===== config.mk =====
export PLATFORM = sky130hd
export DESIGN_NAME = sap1_control_flat
export DESIGN_NICKNAME = d
export VERILOG_FILES = /design/src/rtl/sap1_control_if.sv /design/src/rtl/sap1_control.sv /design/src/flat_wrapper.sv
export SDC_FILE = /design/constraint.sdc
export NUM_CORES = 1
export LEC_CHECK = 0
export CELL_PAD_IN_SITES_DETAIL_PLACEMENT = 1
export CELL_PAD_IN_SITES_GLOBAL_PLACEMENT = 1
export CORE_ASPECT_RATIO = 0.7
export CORE_UTILIZATION = 19
export DETAILED_ROUTE_END_ITERATION = 8
export GPL_TIMING_DRIVEN = 0
export PLACE_DENSITY = 0.76
export SLEW_MARGIN = 20
export SYNTH_ARGS = -nofsm -noshare
export SYNTH_HDL_FRONTEND = slang
export SYNTH_SLANG_ARGS = --single-unit

===== constraint.sdc =====
create_clock -name mclk -period 1.25 [get_ports mclk]
set_input_delay 0.25 -clock mclk [delete_from_list [all_inputs] [get_ports mclk]]
set_output_delay 0.25 -clock mclk [all_outputs]
set_load 0.01 [all_outputs]

===== src/rtl/sap1_control_if.sv =====
// sap1_control_if: control bundle between the SAP-1 sequencer and its datapath.
//
// WIDTH : instruction register width. The opcode is the top four bits.
//
// Signal groups
//   step/inputs  : mclk_en, i_instr, i_zero, i_carry, i_odd
//   sequencer    : o_tstate, o_hlt
//   PC strobes   : o_pc_out, o_pc_inc, o_pc_load
//   memory / IR  : o_mar_in, o_ram_in, o_ram_out, o_ir_in, o_ir_out
//   A / B / OUT  : o_a_in, o_a_out, o_b_in, o_out_in
//   ALU          : o_alu_out, o_alu_sub, o_alu_latch_flags
//
// Modports
//   master : the sequencer. It samples the step enable, IR and flags and
//            drives every strobe.
//   slave  : the datapath side. It drives the step enable, IR and flags and
//            observes the strobes.
//
// Handshake: there is no valid/ready pair. mclk_en qualifies each rising edge,
// and the sequencer advances exactly one microstep on every qualified edge.
// Halt is the only exception: once halted, only reset moves the sequencer.
// Every strobe is a level for the current microstep, and the datapath acts on
// it at the next qualified edge.
interface sap1_control_if #(
  parameter int WIDTH = 8
);
  logic             mclk_en;
  logic [WIDTH-1:0] i_instr;
  logic             i_zero;
  logic             i_carry;
  logic             i_odd;

  logic [2:0]       o_tstate;
  logic             o_hlt;
  logic             o_pc_out;
  logic             o_pc_inc;
  logic             o_pc_load;
  logic             o_mar_in;
  logic             o_ram_in;
  logic             o_ram_out;
  logic             o_ir_in;
  logic             o_ir_out;
  logic             o_a_in;
  logic             o_a_out;
  logic             o_b_in;
  logic             o_out_in;
  logic             o_alu_out;
  logic             o_alu_sub;
  logic             o_alu_latch_flags;

  modport master (
    input  mclk_en, i_instr, i_zero, i_carry, i_odd,
    output o_tstate, o_hlt, o_pc_out, o_pc_inc, o_pc_load,
           o_mar_in, o_ram_in, o_ram_out, o_ir_in, o_ir_out,
           o_a_in, o_a_out, o_b_in, o_out_in,
           o_alu_out, o_alu_sub, o_alu_latch_flags
  );

  modport slave (
    output mclk_en, i_instr, i_zero, i_carry, i_odd,
    input  o_tstate, o_hlt, o_pc_out, o_pc_inc, o_pc_load,
           o_mar_in, o_ram_in, o_ram_out, o_ir_in, o_ir_out,
           o_a_in, o_a_out, o_b_in, o_out_in,
           o_alu_out, o_alu_sub, o_alu_latch_flags
  );
endinterface


===== src/rtl/sap1_control.sv =====
// sap1_control: SAP-1 instruction sequencer.
//
// This module keeps the microstep (T-state) counter and decodes the opcode
// held in the IR. From the current step, the opcode and the latched ALU flags
// it drives every datapath strobe. Instructions take 3, 4 or 5 steps. HLT
// parks the sequencer until reset.
//
// Ports
//   mclk  : master clock. All state changes happen on the rising edge.
//   i_rst : synchronous, active-high reset. It overrides mclk_en and halt.
//   bus   : sap1_control_if.master. It carries the step enable, the IR, the
//           flags, o_tstate (the state debug view), o_hlt and all strobes.
//
// Build option
//   SAP1_COND_JUMP_EN : when defined, JC/JZ/JO (opcodes 7/8/9) load the PC
//                       if their flag is set. When undefined, those opcodes
//                       run as NOP and the flag inputs are ignored.
module sap1_control #(
  parameter int WIDTH = 8
) (
  input  logic            mclk,
  input  logic            i_rst,
  sap1_control_if.master  bus
);

  // HALT is a separate state so that the hold does not depend on the IR
  // staying unchanged. It reports itself as T2 on o_tstate.
  typedef enum logic [2:0] {
    T0   = 3'd0,
    T1   = 3'd1,
    T2   = 3'd2,
    T3   = 3'd3,
    T4   = 3'd4,
    HALT = 3'd5
  } state_t;

  localparam logic [3:0] OP_LDA = 4'h1;
  localparam logic [3:0] OP_ADD = 4'h2;
  localparam logic [3:0] OP_SUB = 4'h3;
  localparam logic [3:0] OP_STA = 4'h4;
  localparam logic [3:0] OP_LDI = 4'h5;
  localparam logic [3:0] OP_JMP = 4'h6;
  localparam logic [3:0] OP_JC  = 4'h7;
  localparam logic [3:0] OP_JZ  = 4'h8;
  localparam logic [3:0] OP_JO  = 4'h9;
  localparam logic [3:0] OP_OUT = 4'hE;
  localparam logic [3:0] OP_HLT = 4'hF;

  state_t     state_q, state_d;
  logic [3:0] opcode;
  logic       is_cond_jump;
  logic       jump_taken;

  logic hlt, pc_out, pc_inc, pc_load, mar_in, ram_in, ram_out, ir_in, ir_out;
  logic a_in, a_out, b_in, out_in, alu_out, alu_sub, alu_latch_flags;

  assign opcode = bus.i_instr[WIDTH-1 -: 4];

  // The operand field belongs to the datapath; only the opcode is decoded here.
  logic instr_unused;
  assign instr_unused = ^bus.i_instr;

`ifdef SAP1_COND_JUMP_EN
  assign is_cond_jump = (opcode == OP_JC) || (opcode == OP_JZ) || (opcode == OP_JO);
  assign jump_taken   = ((opcode == OP_JC) && bus.i_carry) ||
                        ((opcode == OP_JZ) && bus.i_zero)  ||
                        ((opcode == OP_JO) && bus.i_odd);
`else
  logic flags_unused;
  assign flags_unused = bus.i_zero ^ bus.i_carry ^ bus.i_odd;
  assign is_cond_jump = 1'b0;
  assign jump_taken   = 1'b0;
`endif

  always_ff @(posedge mclk) begin
    if (i_rst) state_q <= T0;
    else       state_q <= state_d;
  end

  // Next microstep. HALT ignores mclk_en; every other state waits for it.
  always_comb begin
    state_d = state_q;
    case (state_q)
      T0: if (bus.mclk_en) state_d = T1;
      T1: if (bus.mclk_en) state_d = T2;
      T2: begin
        if (bus.mclk_en) begin
          if (opcode == OP_HLT) state_d = HALT;
          else if ((opcode == OP_LDA) || (opcode == OP_ADD) ||
                   (opcode == OP_SUB) || (opcode == OP_STA)) state_d = T3;
          else state_d = T0;
        end
      end
      // Only ADD and SUB use the fifth step.
      T3: begin
        if (bus.mclk_en) begin
          if ((opcode == OP_ADD) || (opcode == OP_SUB)) state_d = T4;
          else state_d = T0;
        end
      end
      T4:      if (bus.mclk_en) state_d = T0;
      HALT:    state_d = HALT;
      default: state_d = T0;
    endcase
  end

  // Strobe decode. Every strobe defaults to 0 and is set only in its step.
  always_comb begin
    hlt = 1'b0; pc_out = 1'b0; pc_inc = 1'b0; pc_load = 1'b0;
    mar_in = 1'b0; ram_in = 1'b0; ram_out = 1'b0; ir_in = 1'b0; ir_out = 1'b0;
    a_in = 1'b0; a_out = 1'b0; b_in = 1'b0; out_in = 1'b0;
    alu_out = 1'b0; alu_sub = 1'b0; alu_latch_flags = 1'b0;
    case (state_q)
      T0: begin
        pc_out = 1'b1;
        mar_in = 1'b1;
      end
      T1: begin
        ram_out = 1'b1;
        ir_in   = 1'b1;
        pc_inc  = 1'b1;
      end
      T2: begin
        case (opcode)
          OP_LDA, OP_ADD, OP_SUB, OP_STA: begin
            ir_out = 1'b1;
            mar_in = 1'b1;
          end
          OP_LDI: begin
            ir_out = 1'b1;
            a_in   = 1'b1;
          end
          OP_JMP: begin
            ir_out  = 1'b1;
            pc_load = 1'b1;
          end
          OP_OUT: begin
            a_out  = 1'b1;
            out_in = 1'b1;
          end
          OP_HLT: hlt = 1'b1;
          default: begin
            // Conditional jumps put the target on the bus even when not taken.
            ir_out  = is_cond_jump;
            pc_load = jump_taken;
          end
        endcase
      end
      T3: begin
        case (opcode)
          OP_LDA: begin
            ram_out = 1'b1;
            a_in    = 1'b1;
          end
          OP_ADD, OP_SUB: begin
            ram_out = 1'b1;
            b_in    = 1'b1;
          end
          OP_STA: begin
            a_out  = 1'b1;
            ram_in = 1'b1;
          end
          default: ;
        endcase
      end
      T4: begin
        if ((opcode == OP_ADD) || (opcode == OP_SUB)) begin
          alu_out         = 1'b1;
          a_in            = 1'b1;
          alu_latch_flags = 1'b1;
          alu_sub         = (opcode == OP_SUB);
        end
      end
      HALT:    hlt = 1'b1;
      default: ;
    endcase
  end

  assign bus.o_tstate          = (state_q == HALT) ? 3'd2 : state_q;
  assign bus.o_hlt             = hlt;
  assign bus.o_pc_out          = pc_out;
  assign bus.o_pc_inc          = pc_inc;
  assign bus.o_pc_load         = pc_load;
  assign bus.o_mar_in          = mar_in;
  assign bus.o_ram_in          = ram_in;
  assign bus.o_ram_out         = ram_out;
  assign bus.o_ir_in           = ir_in;
  assign bus.o_ir_out          = ir_out;
  assign bus.o_a_in            = a_in;
  assign bus.o_a_out           = a_out;
  assign bus.o_b_in            = b_in;
  assign bus.o_out_in          = out_in;
  assign bus.o_alu_out         = alu_out;
  assign bus.o_alu_sub         = alu_sub;
  assign bus.o_alu_latch_flags = alu_latch_flags;

endmodule


===== src/flat_wrapper.sv =====
// flat-port wrapper written by rule: the top's interface ports become plain ports
module sap1_control_flat 
#(
  parameter int WIDTH = 8
)
  (mclk, i_rst, bus_mclk_en, bus_i_instr, bus_i_zero, bus_i_carry, bus_i_odd, bus_o_tstate, bus_o_hlt, bus_o_pc_out, bus_o_pc_inc, bus_o_pc_load, bus_o_mar_in, bus_o_ram_in, bus_o_ram_out, bus_o_ir_in, bus_o_ir_out, bus_o_a_in, bus_o_a_out, bus_o_b_in, bus_o_out_in, bus_o_alu_out, bus_o_alu_sub, bus_o_alu_latch_flags);
  sap1_control_if #(.WIDTH(WIDTH)) bus_i ();
  input  logic mclk;
  input  logic i_rst;
  input wire logic [$bits(bus_i.mclk_en)-1:0] bus_mclk_en;
  input wire logic [$bits(bus_i.i_instr)-1:0] bus_i_instr;
  input wire logic [$bits(bus_i.i_zero)-1:0] bus_i_zero;
  input wire logic [$bits(bus_i.i_carry)-1:0] bus_i_carry;
  input wire logic [$bits(bus_i.i_odd)-1:0] bus_i_odd;
  output wire logic [$bits(bus_i.o_tstate)-1:0] bus_o_tstate;
  output wire logic [$bits(bus_i.o_hlt)-1:0] bus_o_hlt;
  output wire logic [$bits(bus_i.o_pc_out)-1:0] bus_o_pc_out;
  output wire logic [$bits(bus_i.o_pc_inc)-1:0] bus_o_pc_inc;
  output wire logic [$bits(bus_i.o_pc_load)-1:0] bus_o_pc_load;
  output wire logic [$bits(bus_i.o_mar_in)-1:0] bus_o_mar_in;
  output wire logic [$bits(bus_i.o_ram_in)-1:0] bus_o_ram_in;
  output wire logic [$bits(bus_i.o_ram_out)-1:0] bus_o_ram_out;
  output wire logic [$bits(bus_i.o_ir_in)-1:0] bus_o_ir_in;
  output wire logic [$bits(bus_i.o_ir_out)-1:0] bus_o_ir_out;
  output wire logic [$bits(bus_i.o_a_in)-1:0] bus_o_a_in;
  output wire logic [$bits(bus_i.o_a_out)-1:0] bus_o_a_out;
  output wire logic [$bits(bus_i.o_b_in)-1:0] bus_o_b_in;
  output wire logic [$bits(bus_i.o_out_in)-1:0] bus_o_out_in;
  output wire logic [$bits(bus_i.o_alu_out)-1:0] bus_o_alu_out;
  output wire logic [$bits(bus_i.o_alu_sub)-1:0] bus_o_alu_sub;
  output wire logic [$bits(bus_i.o_alu_latch_flags)-1:0] bus_o_alu_latch_flags;
  assign bus_i.mclk_en = bus_mclk_en;
  assign bus_i.i_instr = bus_i_instr;
  assign bus_i.i_zero = bus_i_zero;
  assign bus_i.i_carry = bus_i_carry;
  assign bus_i.i_odd = bus_i_odd;
  assign bus_o_tstate = bus_i.o_tstate;
  assign bus_o_hlt = bus_i.o_hlt;
  assign bus_o_pc_out = bus_i.o_pc_out;
  assign bus_o_pc_inc = bus_i.o_pc_inc;
  assign bus_o_pc_load = bus_i.o_pc_load;
  assign bus_o_mar_in = bus_i.o_mar_in;
  assign bus_o_ram_in = bus_i.o_ram_in;
  assign bus_o_ram_out = bus_i.o_ram_out;
  assign bus_o_ir_in = bus_i.o_ir_in;
  assign bus_o_ir_out = bus_i.o_ir_out;
  assign bus_o_a_in = bus_i.o_a_in;
  assign bus_o_a_out = bus_i.o_a_out;
  assign bus_o_b_in = bus_i.o_b_in;
  assign bus_o_out_in = bus_i.o_out_in;
  assign bus_o_alu_out = bus_i.o_alu_out;
  assign bus_o_alu_sub = bus_i.o_alu_sub;
  assign bus_o_alu_latch_flags = bus_i.o_alu_latch_flags;
  sap1_control #(.WIDTH(WIDTH)) u_core (.mclk(mclk), .i_rst(i_rst), .bus(bus_i));
endmodule

# ---- Yosys cells after proc, flatten, opt, wreduce, memory -nomap -nowiden
# Cells that the tools add are included.
dict set report totals {
  word_cells 65
  output_inout_bits 19
  ff_bits 3
  input_bits 14
}
dict set report classes {
  n_eq_ne 18
  n_mux 36
  reduce_logical 10
}
# op n
set ops {}
lappend ops {{$mux 3} 8}
lappend ops {{$mux 1} 21}
lappend ops {{$pmux 3 s6} 1}
lappend ops {{$eq 4x3->1 const B} 3}
lappend ops {{$ne 2x2->1 const B} 5}
lappend ops {{$eq 4x2->1 const B} 2}
lappend ops {{$eq 4x4->1 const B} 2}
lappend ops {{$pmux 1 s2} 4}
lappend ops {{$eq 3x2->1 const B} 2}
lappend ops {{$eq 3x3->1 const B} 2}
lappend ops {{$reduce_or 6->1} 1}
lappend ops {{$reduce_and 5->1} 1}
lappend ops {{$eq 4x1->1 const B} 1}
lappend ops {{$logic_or 1x1->1} 4}
lappend ops {{$reduce_or 4->1} 1}
lappend ops {{$eq 3x1->1 const B} 1}
lappend ops {{$logic_not 3->1} 1}
lappend ops {{$pmux 1 s3} 1}
lappend ops {{$reduce_or 3->1} 1}
lappend ops {{$mux 2} 1}
lappend ops {{$reduce_or 2->1} 1}

# ---- Longest topological paths before layout
dict set report logic_depth {
  word_depth 8
  mapped_depth 5
  mapped_depth_nobuf 4
}

# ---- Worst setup path before layout
# Ideal clock, no wire load.
dict set report synth_timing {
  path_type {reg2out}
  startpoint {register u_core.state_q[2]}
  endpoint {output port bus_o_alu_sub}
  t_required_ns 1.000
  t_arrival_ns 1.429
  path_stages_with_launch 5
  setup_slack_ns -0.429
  path_buffers 1
  cell_sequence {dfxtp_1 > buf_2 > nand2b_1 > nor4_1 > and2_1}
}
dict set report synth_between {
  elab_chain_len 2
}
# item line
set synth_rtl {}
lappend synth_rtl {{start, declared} sap1_control.sv:49} ;# state_t state_q, state_d;
lappend synth_rtl {{start signal, assigned} sap1_control.sv:77} ;# else state_q <= state_d;
lappend synth_rtl {{$eq 3x3->1} sap1_control.sv:113} ;# case (state_q)
lappend synth_rtl {{$mux 1} sap1_control.sv:113}
lappend synth_rtl {{end, declared} flat_wrapper.sv:30} ;# output wire logic [$bits(bus_i.o_alu_sub)-1:0] bus_o_alu_sub;
# No other way between the ends.

# ---- Worst setup path in the final report
dict set report layout_timing {
  startpoint {register u_core.state_q[0]}
  endpoint {output port bus_o_a_in}
}
dict set report layout_between {
  elab_chain_len 2
  elab_cells_between_ends 4
  classes_between {eq/ne (3); mux (1)}
}
# item line
set layout_rtl {}
lappend layout_rtl {{$eq 3x3->1 or $eq 3x2->1 (tied branches)} sap1_control.sv:113}
lappend layout_rtl {{$pmux 1 s3 (*)} sap1_control.sv:113}
lappend layout_rtl {{end, declared} flat_wrapper.sv:25} ;# output wire logic [$bits(bus_i.o_a_in)-1:0] bus_o_a_in;
# Every way passes the cells marked *; elsewhere a longest branch is shown, timed or not.

==> metrics.md <==
| Metric | Value |
|---|---|
| Worst setup margin | `-0.539 ns` |
| R2R setup slack | `-0.21 ns` |
| Syn Nets | `68` |
| # setup viols final | `21` |
| Main synth FF type | `dfxtp_1` |
| Critical path buffer and inverter count | `4` |
| Die Width | `59.4 µm` |
| Syn Area/Cell | `8.11 µm²` |
| Clk pwr share | `31.0%` |
| Final worst-path cycle share | `143%` |
| Async set or reset register ratio after synthesis | `0%` |
| Clock tree buffer depth | `2` |
| Relative slew slack | `78.9%` |
| Max cap viols | `0` |
| Sw frac | `32.7%` |
| Finished Core Util | `52.8%` |
| Chip Height | `42.2 µm` |
| Initial Util | `20.3%` |
| N_diodes | `0` |
| Antenna-violating nets left | `0` |
| Standard-cell rows | `14` |
| Register area share after synthesis | `13.7%` |
| RePlAce Congestion | `0.765` |
| Net Sw Power | `193 µW` |
| Int Pwr | `397 µW` |
| # nets final | `124` |
| Largest Register | `u_core.state_q` |
| Worst hold stages | `5` |
| Syn Inst Count | `54` |
| Share of cells above drive strength 1 | `80.7%` |
| Post-route minimum period | `1.79 ns` |
| Crit path launch type | `flop` |
| Netlist Area Pre-Place | `438 µm²` |
| WL/cell | `14.7 µm` |
| TritonCTS clock tree | `yes` |
| Hold buffers post-CTS | `0` |
| Largest register FFs | `3` |
| Lkg Pwr | `0.515 nW` |
| Worst Hold Path EP | `u_core.state_q[2]$_SDFFE_PP0P_` |
| Critical path arrival | `1.54 ns` |
| Fmax | `559 MHz` |
| P&R area growth vs syn | `160%` |
| Fin Hold WS | `0.520 ns` |
| Worst-path fanout max | `4` |
| Clock root buffer | `clkbuf_4` |
| Yosys Warn Count | `0` |
| Reg2reg path depth | `7` |
| Outcome | `finished, violations left` |
| Worst slew pin tran | `0.315 ns` |
| Multi-input logic area | `475 µm²` |
| Family with the most delay on the worst path | `buffers and inverters` |
| DPL Wire Length | `1.15 mm` |
| Layout Skew | `0.00623 ns` |
| Pre-CTS setup slack | `-1.28 ns` |
| Worst Hold Launch | `bus_i_instr[6]` |
| Reg2reg end | `u_core.state_q[0]$_SDFFE_PP0P_` |
| Die area | `2500 µm²` |
| Crit path depth | `7` |
| Gr ovfl total | `0` |
| Fin. Hold Viols | `0` |
| Core area | `2150 µm²` |
| Placed cell count | `110` |
| Flop pwr share | `17.7%` |
| Worst-skew pair later-pin latency | `0.25 ns` |
| Pre-Repair DR Iteration Count | `2` |
| Max incr delay on CP | `0.34 ns` |
| Most frequent cell on the critical path | `buf_6` |
| Number of synthesized flops with an enable pin | `0` |
| Register area | `68.8 µm²` |
| Most frequent cells in the layout | `buf_6, buf_4, buf_2, nand2b_4, clkbuf_4` |
| Synthesis-stage register bit count | `3` |
| Max-slew violation count | `0` |
| Worst path cell trace | `buf_6, nand2b_4, nor4_4, buf_4, buf_6, o21bai_4, buf_6` |
| Worst VDD drop | `180 µV` |
| RSZ-0062 raised after global routing | `yes` |
| Total CTS buffers | `3` |
| Vias per cell | `4.42` |
| Total power | `591 µW` |
| GRT Util Overall | `17.7%` |
| Slowest stage cell, crit path | `dfxtp_4` |
| Critical Path End Type | `output port` |
| Power Density | `519 nW/µm²` |
| Comb power frac | `51.3%` |
| Worst reg2reg startpoint | `u_core.state_q[1]$_SDFFE_PP0P_` |
| First-pass GRT wire length | `3.15 mm` |
| # fillers | `248` |
| Drt initial violations | `7` |
| DP Area | `825 µm²` |
| CTS H-tree lvls | `1` |
| Biggest regs | `u_core.state_q x3` |
| Crit path required time | `1.00 ns` |
| # port buffers | `24` |
| Post-Route WL | `2.07 mm` |
| Initial antenna violation count | `0` |
| Cell area after layout | `1140 µm²` |
| Finished Layout Cells | `141` |
| Commonest non-fill, non-tap cell in the layout | `buf_6` |
| DRC viols | `0` |
| HP Class | `input port to flop` |
| TritonCTS Sinks | `3` |
| Vias in the first global route | `651` |
| Total Neg Setup Slack | `-7.02 ns` |
| Via count | `623` |
| Failing checks | `negative setup slack` |
| IO Count | `33` |
| Critical path class | `flop to output port` |
| Post-synth cell types | `34` |
| Largest net degree at the start of global routing | `11` |
| CTS clk-pin slew, worst paths | `0.04 ns` |
## how the worst max path moves through the flow
stage	endpoint	start	slack, ns
after global routing	bus_o_a_out	u_core.state_q[0]$_SDFFE_PP0P_	-0.61
after global placement	bus_o_a_out	bus_i_instr[5]	-1.27
after floorplan	bus_o_a_out	u_core.state_q[0]$_SDFFE_PP0P_	-0.1
after detailed placement	bus_o_a_out	bus_i_instr[5]	-1.28
after CTS	bus_o_a_in	u_core.state_q[1]$_SDFFE_PP0P_	-0.53
final	bus_o_a_in	u_core.state_q[0]$_SDFFE_PP0P_	-0.54
## cells in the mapped netlist (2+ instances only)
master	number	area share [%]
nor2b_1	2	2.9
and3_2	2	3.4
nor2_1	3	2.6
nand3b_1	2	3.4
a22o_1	2	4.0
a21oi_1	2	2.3
nand2b_1	3	4.3
and2_1	4	5.7
nor3b_1	2	3.4
buf_2	3	3.4
dfxtp_1	3	14
nor4_1	2	2.9
buf_4	3	5.1
## layer usage
| metal | GRT usage, % | wire (µm) |
|---|---|---|
| met5 | 0 | 0 |
| met4 | 11.4 | 61 |
| met3 | 2.78 | 51 |
| met2 | 32.1 | 1120 |
| met1 | 18.6 | 837 |
## tightest hold or removal path, delay by kind of cell
family	cells	cell delay [ns]
AOI/OAI and AO/OA	2	0.18
buffers and inverters	2	0.23
and+or+nand+nor	1	0.05
## cell families after synthesis
group / after synthesis / share of synthesized area, %
AND/OR/NAND/NOR: 30 / 49.7
buffers and inverters: 7 / 9.43
flip-flops: 3 / 13.7
XOR/XNOR: 1 / 2.00
AO/OA/AOI/OAI: 13 / 25.1
## final cells by class
type                            instances  share of cell area (%)
Inverter                                1                   0.330
Clock buffer                            4                    2.31
Timing Repair Buffer                   52                    40.3
Tap cell                               32                    3.52
Buffer                                  5                    5.71
Sequential cell                         3                    6.04
Multi-Input combinational cell         44                    41.8
## power groups by stage
stage / sequential [mW] / clock, mW / combinational, mW
floorplan: 0.108 / 0 / 0.120
global placement: 0.110 / 0 / 0.204
detailed placement: 0.111 / 0 / 0.207
CTS: 0.107 / 0.191 / 0.271
global route: 0.106 / 0.199 / 0.322
finish: 0.105 / 0.183 / 0.303
## timing repair
action                                  in CTS  in global routing
endpoints found under the hold margin        0                  0
endpoints found under the setup margin      22                 21
pin swaps                                   12                 12
resized for setup                          125                 11
buffers inserted                            21                 10
Note: power is estimated with default switching activity, not from simulation.
